`config.mk`:
```
export PLATFORM = sky130hd
export DESIGN_NAME = imem_loader
export DESIGN_NICKNAME = d
export VERILOG_FILES = /design/src/rtl/imem_loader.sv
export SDC_FILE = /design/constraint.sdc
export NUM_CORES = 1
export LEC_CHECK = 0
export ABC_AREA = 1
export CELL_PAD_IN_SITES_DETAIL_PLACEMENT = 0
export CELL_PAD_IN_SITES_GLOBAL_PLACEMENT = 1
export CORE_UTILIZATION = 28
export CTS_CLUSTER_SIZE = 16
export DETAILED_ROUTE_END_ITERATION = 12
export PLACE_DENSITY = 0.81
export SYNTH_ARGS = -nofsm -noshare
export SYNTH_HDL_FRONTEND = slang
export SYNTH_SLANG_ARGS = --single-unit
```
`constraint.sdc`:
```
create_clock -name clock -period 1.79 [get_ports clock]
set_input_delay 0.179 -clock clock [delete_from_list [all_inputs] [get_ports clock]]
set_output_delay 0.179 -clock clock [all_outputs]
set_load 0.02 [all_outputs]
```
`src/rtl/imem_loader.sv`:
```
// Instruction-memory loader: assembles bytes MSB-first into 32-bit words, writes each
// word to memory, then reads it back after RD_LAT clocks and compares it with the buffer.
module imem_loader #(
    parameter int unsigned ADDR_W = 8,
    parameter int unsigned RD_LAT = 2
) (
    input  logic              clock,
    input  logic              reset,
    input  logic              start,
    input  logic [7:0]        length,
    input  logic [7:0]        byte_in,
    input  logic              byte_valid,
    input  logic [31:0]       mem_q,
    output logic [ADDR_W-1:0] mem_addr,
    output logic [31:0]       mem_data,
    output logic              mem_wren,
    output logic              busy,
    output logic              done,
    output logic              err,
    output logic              overrun,
    output logic [7:0]        word_count
);

    localparam int unsigned VCNT_W = (RD_LAT > 1) ? $clog2(RD_LAT) : 1;
    localparam logic [VCNT_W-1:0] VLAST = VCNT_W'(RD_LAT - 1);

    typedef enum logic [2:0] {IDLE, COLLECT, WRITE, VERIFY, DONE} state_t;

    state_t              state;
    state_t              state_next;
    logic [7:0]          len_q;
    logic [31:0]         buffer;
    logic [1:0]          byte_cnt;
    logic [VCNT_W-1:0]   vcnt;
    logic [ADDR_W-1:0]   addr;

    logic start_ok;
    logic verify_last;
    logic match;
    logic last_word;

    assign start_ok    = start && (state == IDLE || state == DONE);
    assign verify_last = (state == VERIFY) && (vcnt == VLAST);
    assign match       = (mem_q == buffer);
    // 9-bit compare so word_count+1 cannot wrap into a false match
    assign last_word   = (({1'b0, word_count} + 9'd1) == {1'b0, len_q});

    always_ff @(posedge clock or posedge reset) begin
        if (reset) state <= IDLE;
        else       state <= state_next;
    end

    always_comb begin
        state_next = state;
        case (state)
            IDLE, DONE: begin
                if (start_ok) state_next = (length == 8'd0) ? DONE : COLLECT;
            end
            COLLECT: begin
                if (byte_valid && byte_cnt == 2'd3) state_next = WRITE;
            end
            WRITE: state_next = VERIFY;
            VERIFY: begin
                if (verify_last) begin
                    if (!match || last_word) state_next = DONE;
                    else                     state_next = COLLECT;
                end
            end
            default: state_next = IDLE;
        endcase
    end

    always_comb begin
        mem_wren = (state == WRITE);
        busy     = (state == COLLECT) || (state == WRITE) || (state == VERIFY);
        done     = (state == DONE);
        mem_addr = addr;
        mem_data = buffer;
    end

    always_ff @(posedge clock or posedge reset) begin
        if (reset) begin
            len_q      <= '0;
            buffer     <= '0;
            byte_cnt   <= '0;
            vcnt       <= '0;
            addr       <= '0;
            word_count <= '0;
            err        <= 1'b0;
            overrun    <= 1'b0;
        end else begin
            case (state)
                IDLE, DONE: begin
                    if (start_ok) begin
                        len_q      <= length;
                        byte_cnt   <= '0;
                        vcnt       <= '0;
                        addr       <= '0;
                        word_count <= '0;
                        err        <= 1'b0;
                        overrun    <= 1'b0;
                    end
                end
                COLLECT: begin
                    if (byte_valid) begin
                        buffer   <= {buffer[23:0], byte_in};
                        byte_cnt <= byte_cnt + 2'd1;
                    end
                end
                WRITE: begin
                    vcnt <= '0;
                    if (byte_valid) overrun <= 1'b1;
                end
                VERIFY: begin
                    if (byte_valid) overrun <= 1'b1;
                    vcnt <= vcnt + VCNT_W'(1);
                    if (verify_last) begin
                        if (match) begin
                            word_count <= word_count + 8'd1;
                            addr       <= addr + ADDR_W'(1);
                        end else begin
                            err <= 1'b1;
                        end
                    end
                end
                default: ;
            endcase
        end
    end

endmodule

```
# --- Yosys cells after proc, flatten, opt, wreduce, memory -nomap -nowiden ---
# Index checks and enable logic that the tools add are counted.
op_classes:
  add_sub_neg: 5
  multipliers: 0
  div: 0
  order_cmp: 0
  eq_ne: 14
  n_shift: 0
  muxes: 23
  bitwise_logic: 0
  n_reduce_logical: 24
ops:
  columns: ["operator", "count"]
  rows:
  - ["8-bit 2-to-1 mux", 5]
  - ["32-bit equality test", 1]
  - ["8-bit one-hot mux with 2 select lines", 2]
  - ["8-bit by 1-bit adder with 8-bit output (second input constant)", 2]
  - ["3-bit 2-to-1 mux", 5]
  - ["2-bit != test (second input constant)", 6]
  - ["3-bit one-hot mux with 4 select lines", 1]
  - ["8-bit by 1-bit adder with 9-bit output (second input constant)", 1]
  - ["9-bit by 8-bit equality test with 1-bit output", 1]
  - ["3-bit AND reduction", 3]
  - ["8-bit zero test", 1]
  - ["4-bit AND reduction", 2]
  - ["3-bit by 2-bit equality test with 1-bit output (second input constant)", 2]
  - ["2-bit AND reduction", 3]
  - ["2-bit nonzero test", 3]
  - ["1-bit logical OR", 4]
  - ["1-bit 2-to-1 mux", 4]
  - ["2-bit 2-to-1 mux", 2]
  - ["1-bit one-hot mux with 2 select lines", 2]
  - ["2-bit one-hot mux with 2 select lines", 1]
  - ["2-bit OR reduction", 2]
  - ["3-bit by 1-bit equality test with 1-bit output (second input constant)", 1]
  - ["3-bit equality test (second input constant)", 1]
  - ["1-bit logical AND", 3]
  - ["other kinds (8)", 8]
totals:
  ff_bits: 64
  latchBits: 0
  ram_bits: 0
  romBits: 0
  elab_cells: 75
  memories: 0

# --- Logic depth before layout (Yosys ltp) ---
# Gate-level depths: netlist (run 1).
logic_depth:
  ltp_word: 6
  depth_mapped: 15
  ltp_nobuf: 15

# --- Worst setup path after synthesis (run 1) ---
# Ideal clock, no wire load.
synth_timing:
  path_type: "reg2reg"
  start: "register word_count[0]"
  end: "register state[2]"
  setup_ns: 0.116
  arrival_time_ns: 1.606
  setup_slack_ns: 0.067
  path_stages_with_launch: 15
  n_path_buf: 0
  period_less_slack_ns: 1.723
  path_cell_list: "dfrtp_1 > ha_1 > nand2_1 > nor2_1 > nand3_1 > nand2_1 > nand2_1 > nand3_1 > nor2_1 > nand2_1 > nand2_1 > nand2_1 > nand2_1 > nand2_1 > nand2_1"
synth_via:
  elab_chain_len: 6
synth_rtl:
  columns: ["item", "line", "rtl"]
  rows:
  - ["start: declaration", "21", "output logic [7:0] word_count"]
  - ["start signal: assignment", "119", "word_count <= word_count + 8'd1;"]
  - ["8-bit by 1-bit adder with 9-bit output", "46", "assign last_word = (({1'b0, word_count} + 9'd1) == {1'b0, len_q});"]
  - ["9-bit by 8-bit equality test with 1-bit output", "46", null]
  - ["1-bit logical OR", "65", "if (!match || last_word) state_next = DONE;"]
  - ["3-bit 2-to-1 mux", "65", null]
  - ["3-bit 2-to-1 mux", "64", "if (verify_last) begin"]
  - ["3-bit one-hot mux with 4 select lines", "55", "case (state)"]
  - ["end signal: assignment", "50", "else state <= state_next;"]
  - ["end: declaration", "29", "state_t state;"]
# Every way passes these cells. The select of a mux whose other input is x is not followed.
# A chain may end at the register's enable or synchronous reset.

# --- Worst setup path in the final report (run 1) ---
layout_timing:
  start: "register buffer[1] (netlist: mem_data[1])"
  end: "register word_count[3]"
layout_via:
  elab_chain_len: 3
layout_rtl:
  columns: ["item", "line", "rtl"]
  rows:
  - ["start: declaration", "32", "logic [31:0] buffer;"]
  - ["start signal: assignment", "106", "buffer <= {buffer[23:0], byte_in};"]
  - ["32-bit equality test", "44", "assign match = (mem_q == buffer);"]
  - ["2-bit != test (no source line)", null, null]
  - ["4-bit AND reduction (no source line)", null, null]
# Every way passes these cells.

==> metrics.cfg, run 1 <==
[outcome]
status = finished clean

[final_layout]
drive_gt1_share_pct = 14.52
antenna_cells = 0
fill_cells = 1182
stdcell_area_sq_um = 5470
area_growth_pct = 55.15
layout.nets = 656

[place]
post-dp-hpwl_microns = 7276
portBuffers = 104
placedInstanceArea_sq_um = 4970
place.gp.congestion = 0.8106

[power_and_ir_drop]
power_frac_clock_pct = 23.2
p_seq_share_pct = 29.4
netSwitchingFraction_pct = 40.33
combPwrFrac_pct = 47.4
internal_power_w = 0.005010
p_per_area_nw_per_um2 = 1535
p_sw_w = 0.003387
vdd_drop_max_mv = 0.6859
p_leak_nw = 2.563

[worst_setup_path]
crit_chain = xor2_1, nor2_1, nand2_1, nor2_2, nand2_2, o21ai_4, nand3_4, nand2_1, nand2_1
cpPeakStageDelay_ps = 410
crit_family = simple AND/OR/NAND/NOR gates
r2r_cells = 9
required_ps = 2010
ff2ff_setup_slack_ps = 60
cp.depth = 9
slowest_stage = dfrtp_1
startpoint_type = register
r2r-end = word_count[3]$_DFFE_PP0P_
r2r-start = mem_data[1]$_DFFE_PP0P_
path_buf_inv = 0
path_class = register to register
cpMostUsedCell = nand2_1
path_max_fanout = 8
critical_path_arrival_ps = 1950
end_kind = register

[sta]
fin_crit_ps = 1729
setup_viol_count_final = 0
tightest_slew_ps = 456.8
hold_slack_ps = 241.6
slew_headroom_pct = 69.44
final_max_slew_viol_count = 0
setup_tns_ps = 0
fmax_mhz = 578.5
hold_viol = 0
fin_crit_sh_pct = 96.57
finClkSkew_ps = 9.841
rsz0062_at_grt = yes

[yosys]
avgSynthCellArea_sq_um = 7.615
yosys-top-cells-area = dfrtp_1 45%, nand2_1 15%, nor2_1 5.7%
synth_top_cell_by_area = dfrtp_1
ys_ff_latch = 64
synth_most_common_cell = nand2_1
synth_ff_type = dfrtp_1
synthesis.area_sq_um = 3526
async_reset_ff_share_pct = 100.0
synthCells = 463
syn-num-nets = 518
yosysUniqueCellTypes = 28
yosys-top-cells-count = 144 x nand2_1, 64 x dfrtp_1, 54 x nor2_1, 48 x inv_1, 26 x o21ai_0
yosysWarnings = 0
synth_edf_count = 0
yosys.area.top_type_share_pct = 45.42
ys_seq_area_share_pct = 45.42

[drt]
ant_nets = 0
drc_errors = 0
routed_via_density = 4.513
wl_met3_microns = 416
wl_met2_microns = 4775
drt-total-wl_microns = 9958
wl_met1_microns = 4542
drtPass1Iterations = 5
vias = 3493
top_layer = met4
post_drt_wl_per_cell_microns = 12.87
drt_iter0_markers = 126

[clocking]
cts_buffers = 9
htree_num_levels = 3
cts_root_buf = clkbuf_16
cts_hold_buf = 0
clkTransAtPathRegs_ps = 60
cts_tree = built
insertion_delay_ps = 330
cts.sinks = 64
cts_buffer_depth = 2

[global_route]
grt_start_max_net_pins = 65
grt_overflow_total = 0
first_global_vias = 3349
grt.total_usage_pct = 15.48
grt_pass1_wl_microns = 15840
antenna_found_initial = 0

[die]
start_util_pct = 28.99
die_w_microns = 114.2
die_y_microns = 114.2
pin_count = 105
core_area_sq_um = 12160
rows = 40
die-area_sq_um = 13050

[hold_path]
hold_path_class = input pin to asynchronous set/reset pin

[flow_run]
drv_cap = 0

cells in the final DEF (no fill, tap or decap), types with 2 or more instances in the layout:
master           netlist  final
nand2_1              144    132
nor2_1                54     48
clkbuf_16              0      9
buf_4                  1     27
nand2_4                0      3
nor2_2                 4      7
nand4_1               20     20
bufinv_16              0      2
nor2_4                 0      3
xor2_1                16     16
mux2_2                 2      2
nand2_2                0      9
inv_2                  2      3
inv_6                  0      2
dfrtp_1               64     62
clkinv_4               0      2
buf_12                 0      3
nand3_1               24     23
a21oi_1               14     14
nand3_4                1      3
dfrtp_2                0      2
dlygate4sd2_1          0      2
nor3_1                 3      2
buf_6                  1      4
xnor2_1               16     16
inv_1                 48     47
o21ai_0               26     26
ha_1                   3      2
clkdlybuf4s50_1        0    101
nand3b_1               2      2
layout make-up:
type                    instances  area [sq um]  share of cell area, %
well taps                     168         210.2                  3.843
multi-input cells             337          1794                  32.80
clock buffers                   9         225.2                  4.117
repair buffers                139          1346                  24.61
flip-flops and latches         64          1604                  29.32
inverters                      50         187.7                  3.431
clock inverters                 7         102.6                  1.876
flip-flops by register name, indices dropped and copies added, names as in the netlist:
signal and count:
byte_cnt 2, err 1, len_q 8, mem_addr 8, mem_data 32, overrun 1, state 3, vcnt 1
word_count 8
metrics by stage:
step	setup slack [ps]	util, %	instances	total power (W)
after floorplan	12.90	-	463	0.004594
after global placement	-193.5	40.86	751	0.006269
after detailed placement	-198.0	40.86	751	0.006326
after CTS	10.00	43.53	767	0.008268
after global routing	-70.89	44.98	774	0.008937
final	61.31	44.98	774	0.008397
per-layer routing:
metal / global-route usage, % / vias up
li1: - / 1743
met1: 20.06 / 1641
met2: 25.45 / 91
met3: 2.594 / 18
met4: 6.753 / 0
met5: 0 / -
how the worst max path moves through the flow:
stage	start	endpoint	slack [ps]
detailed placement	mem_q[18]	err$_DFFE_PP0P_	-200
floorplan	reset	byte_cnt[0]$_DFFE_PP0P_	10
global route	mem_data[9]$_DFFE_PP0P_	word_count[3]$_DFFE_PP0P_	-70
finish	mem_data[1]$_DFFE_PP0P_	word_count[3]$_DFFE_PP0P_	60
global placement	mem_q[18]	err$_DFFE_PP0P_	-190
CTS	mem_data[25]$_DFFE_PP0P_	err$_DFFE_PP0P_	10
worst min-delay path, stage by stage:
cell	delay (ps)
clkdlybuf4s50_1	410
inv_2	70
buf_12	300
power by group through the flow:
stage               Clock (W)  Sequential (W)  Combinational, W
floorplan                   0         0.00285           0.00174
global placement            0         0.00246           0.00381
detailed placement          0         0.00248           0.00384
CTS                   0.00196         0.00246           0.00384
global route          0.00203         0.00254           0.00436
finish                0.00195         0.00247           0.00398
cells by family (layout without fill, tap and decap cells):
family	after synthesis	count (layout)	synth area share, %
buffers and inverters	63	205	7.168
adder cells (fa/ha/maj)	3	3	1.065
XOR/XNOR	32	32	7.949
AO/OA/AOI/OAI	45	45	7.275
multiplexers	2	2	0.6387
flip-flops	64	64	45.42
AND/OR/NAND/NOR	254	255	30.48
timing repair:
item | CTS | global route
endpoints found under the setup margin | 3 | 21
pin swaps | 0 | 19
gates cloned | 0 | 2
resized for setup | 3 | 37
buffers inserted | 0 | 5
Note: power is estimated with default switching activity, not from simulation.
==> run 2: changes to the inputs <==
--- a/config.mk
+++ b/config.mk
@@ -8,10 +8,10 @@
 export ABC_AREA = 1
 export CELL_PAD_IN_SITES_DETAIL_PLACEMENT = 0
 export CELL_PAD_IN_SITES_GLOBAL_PLACEMENT = 1
-export CORE_UTILIZATION = 28
+export CORE_UTILIZATION = 30
 export CTS_CLUSTER_SIZE = 16
 export DETAILED_ROUTE_END_ITERATION = 12
-export PLACE_DENSITY = 0.81
+export PLACE_DENSITY = 0.85
 export SYNTH_ARGS = -nofsm -noshare
 export SYNTH_HDL_FRONTEND = slang
 export SYNTH_SLANG_ARGS = --single-unit
==> run 2 against run 1 <==
Setup slack got worse by 45 ps. Critical endpoint is now word_count[6]$_DFFE_PP0P_. First-iteration DRC count rose by 56%. Sequential power fell by 2%. Largest cell class unchanged. Largest power group unchanged.
==> metrics.cfg, run 2 (same netlist as run 1, synthesis figures left out) <==
[outcome]
status = finished clean

[clocking]
cts_buffer_depth = 2
cts_root_buf = clkbuf_16
insertion_delay_ps = 330
clkTransAtPathRegs_ps = 60
cts_hold_buf = 0
htree_num_levels = 3
cts.sinks = 64
cts_buffers = 9
cts_tree = built

[final_layout]
drive_gt1_share_pct = 16.97
fill_cells = 1123
most-common-layout-cells = 123 x nand2_1, 101 x clkdlybuf4s50_1, 62 x dfrtp_1
seq_area_sq_um = 1604
final_cells = 750
final_common_cell = nand2_1
largest_reg_flops = 32
antenna_cells = 0
multiInputGateArea_sq_um = 1837
layout.nets = 657
area_growth_pct = 54.47

[drt]
post_drt_wl_per_cell_microns = 12.93
vias = 3445
drtPass1Iterations = 5
ant_nets = 0
drc_errors = 0
drt-total-wl_microns = 9701
drt_iter0_markers = 197
routed_via_density = 4.593

[die]
pin_count = 105
start_util_pct = 30.88
rows = 39
die_y_microns = 110.4
die-area_sq_um = 12190
die_w_microns = 110.4
core_area_sq_um = 11420

[sta]
rsz0062_at_grt = yes
slew_headroom_pct = 76.16
fin_crit_sh_pct = 99.09
final_max_slew_viol_count = 0
hold_slack_ps = 233.1
final.setup.worst_slack_ps = 16.37
setup_viol_count_final = 0
tightest_slew_ps = 357.6
finClkSkew_ps = 10.77
hold_viol = 0
fin_crit_ps = 1774
fmax_mhz = 563.8

[global_route]
grt_start_max_net_pins = 65
antenna_found_initial = 0
grt_overflow_total = 0
grt_pass1_wl_microns = 15930
grt.total_usage_pct = 16.05
first_global_vias = 3337

[worst_setup_path]
critical_path_arrival_ps = 1990
startpoint_type = register
required_ps = 2010
r2r-end = word_count[6]$_DFFE_PP0P_
ff2ff_setup_slack_ps = 20
end_kind = register
startpoint = mem_data[0]$_DFFE_PP0P_
path_class = register to register
r2r-start = mem_data[0]$_DFFE_PP0P_
r2r_cells = 10
path_max_fanout = 8

[place]
dp_slack_ps = -195.8
portBuffers = 104
place.gp.congestion = 0.8237
dp.cells = 723
post-dp-hpwl_microns = 6990

[power_and_ir_drop]
p_per_area_nw_per_um2 = 1508
vdd_drop_max_mv = 0.8931
p_leak_nw = 2.552
fin_total_pwr_w = 0.008214

[flow_run]
drv_cap = 0

[hold_path]
hold_path_class = input pin to asynchronous set/reset pin

==> run 2: repair_timing <==
item | CTS | global route
pin swaps | 0 | 25
resized for setup | 4 | 48
endpoints found under the setup margin | 8 | 20
setup buffers | 0 | 10
gates cloned | 0 | 1
==> run 2: worst max-delay path, cell delays in order, from the launching register on <==
cell and delay (ps):
dfrtp_1 390, xor2_1 170, nor2_1 120, nand2_1 110
nor2_2 150, nand2_2 110, o21ai_4 200, buf_12 140
nand3_4 120, nand2_1 110, nand2_1 50
==> run 2: routing by layer <==
layer  global-route usage, %  vias up  routed length, microns
met4                   4.889        0                     124
met2                   26.09       82                    4776
li1                        -     1753                       -
met3                   4.885        8                     556
met1                   20.44     1602                    4243
met5                       0        -                       0
==> run 2: report_power, final <==
group / switching, W / internal, W / leakage (nW)
logic: 0.00227 / 0.00189 / 1.63
clock network: 0.000697 / 0.000946 / 0.128
registers: 0.000435 / 0.00198 / 0.793
total: 0.00340 / 0.00481 / 2.55
==> run 2: cell type report <==
type / count / share of cell area, %
multi-input combinational: 337 / 33.72
sequential: 64 / 29.45
timing repair buffer: 140 / 24.97
clock buffer: 9 / 4.135
tap: 143 / 3.285
clock inverter: 7 / 0.9878
inverter: 50 / 3.446
==> run 2: worst max-delay path by stage <==
| stage | endpoint | slack, ps | cells after the start |
|---|---|---|---|
| floorplan | byte_cnt[0]$_DFFE_PP0P_ | 10 | 1 |
| global placement | word_count[7]$_DFFE_PP0P_ | -140 | 12 |
| detailed placement | mem_addr[2]$_DFFE_PP0P_ | -200 | 10 |
| CTS | mem_addr[2]$_DFFE_PP0P_ | 20 | 9 |
| global route | word_count[6]$_DFFE_PP0P_ | -80 | 10 |
| finish | word_count[6]$_DFFE_PP0P_ | 20 | 10 |
==> run 2: through the flow <==
stage / setup TNS, ps / instance area (sq um) / util, %
global route: -1097 / 5446 / 47.70
detailed placement: -3014 / 4903 / 42.94
finish: 0 / 5446 / 47.70
global placement: -2281 / 4903 / 42.94
floorplan: 0 / 3526 / -
CTS: 0 / 5181 / 45.38
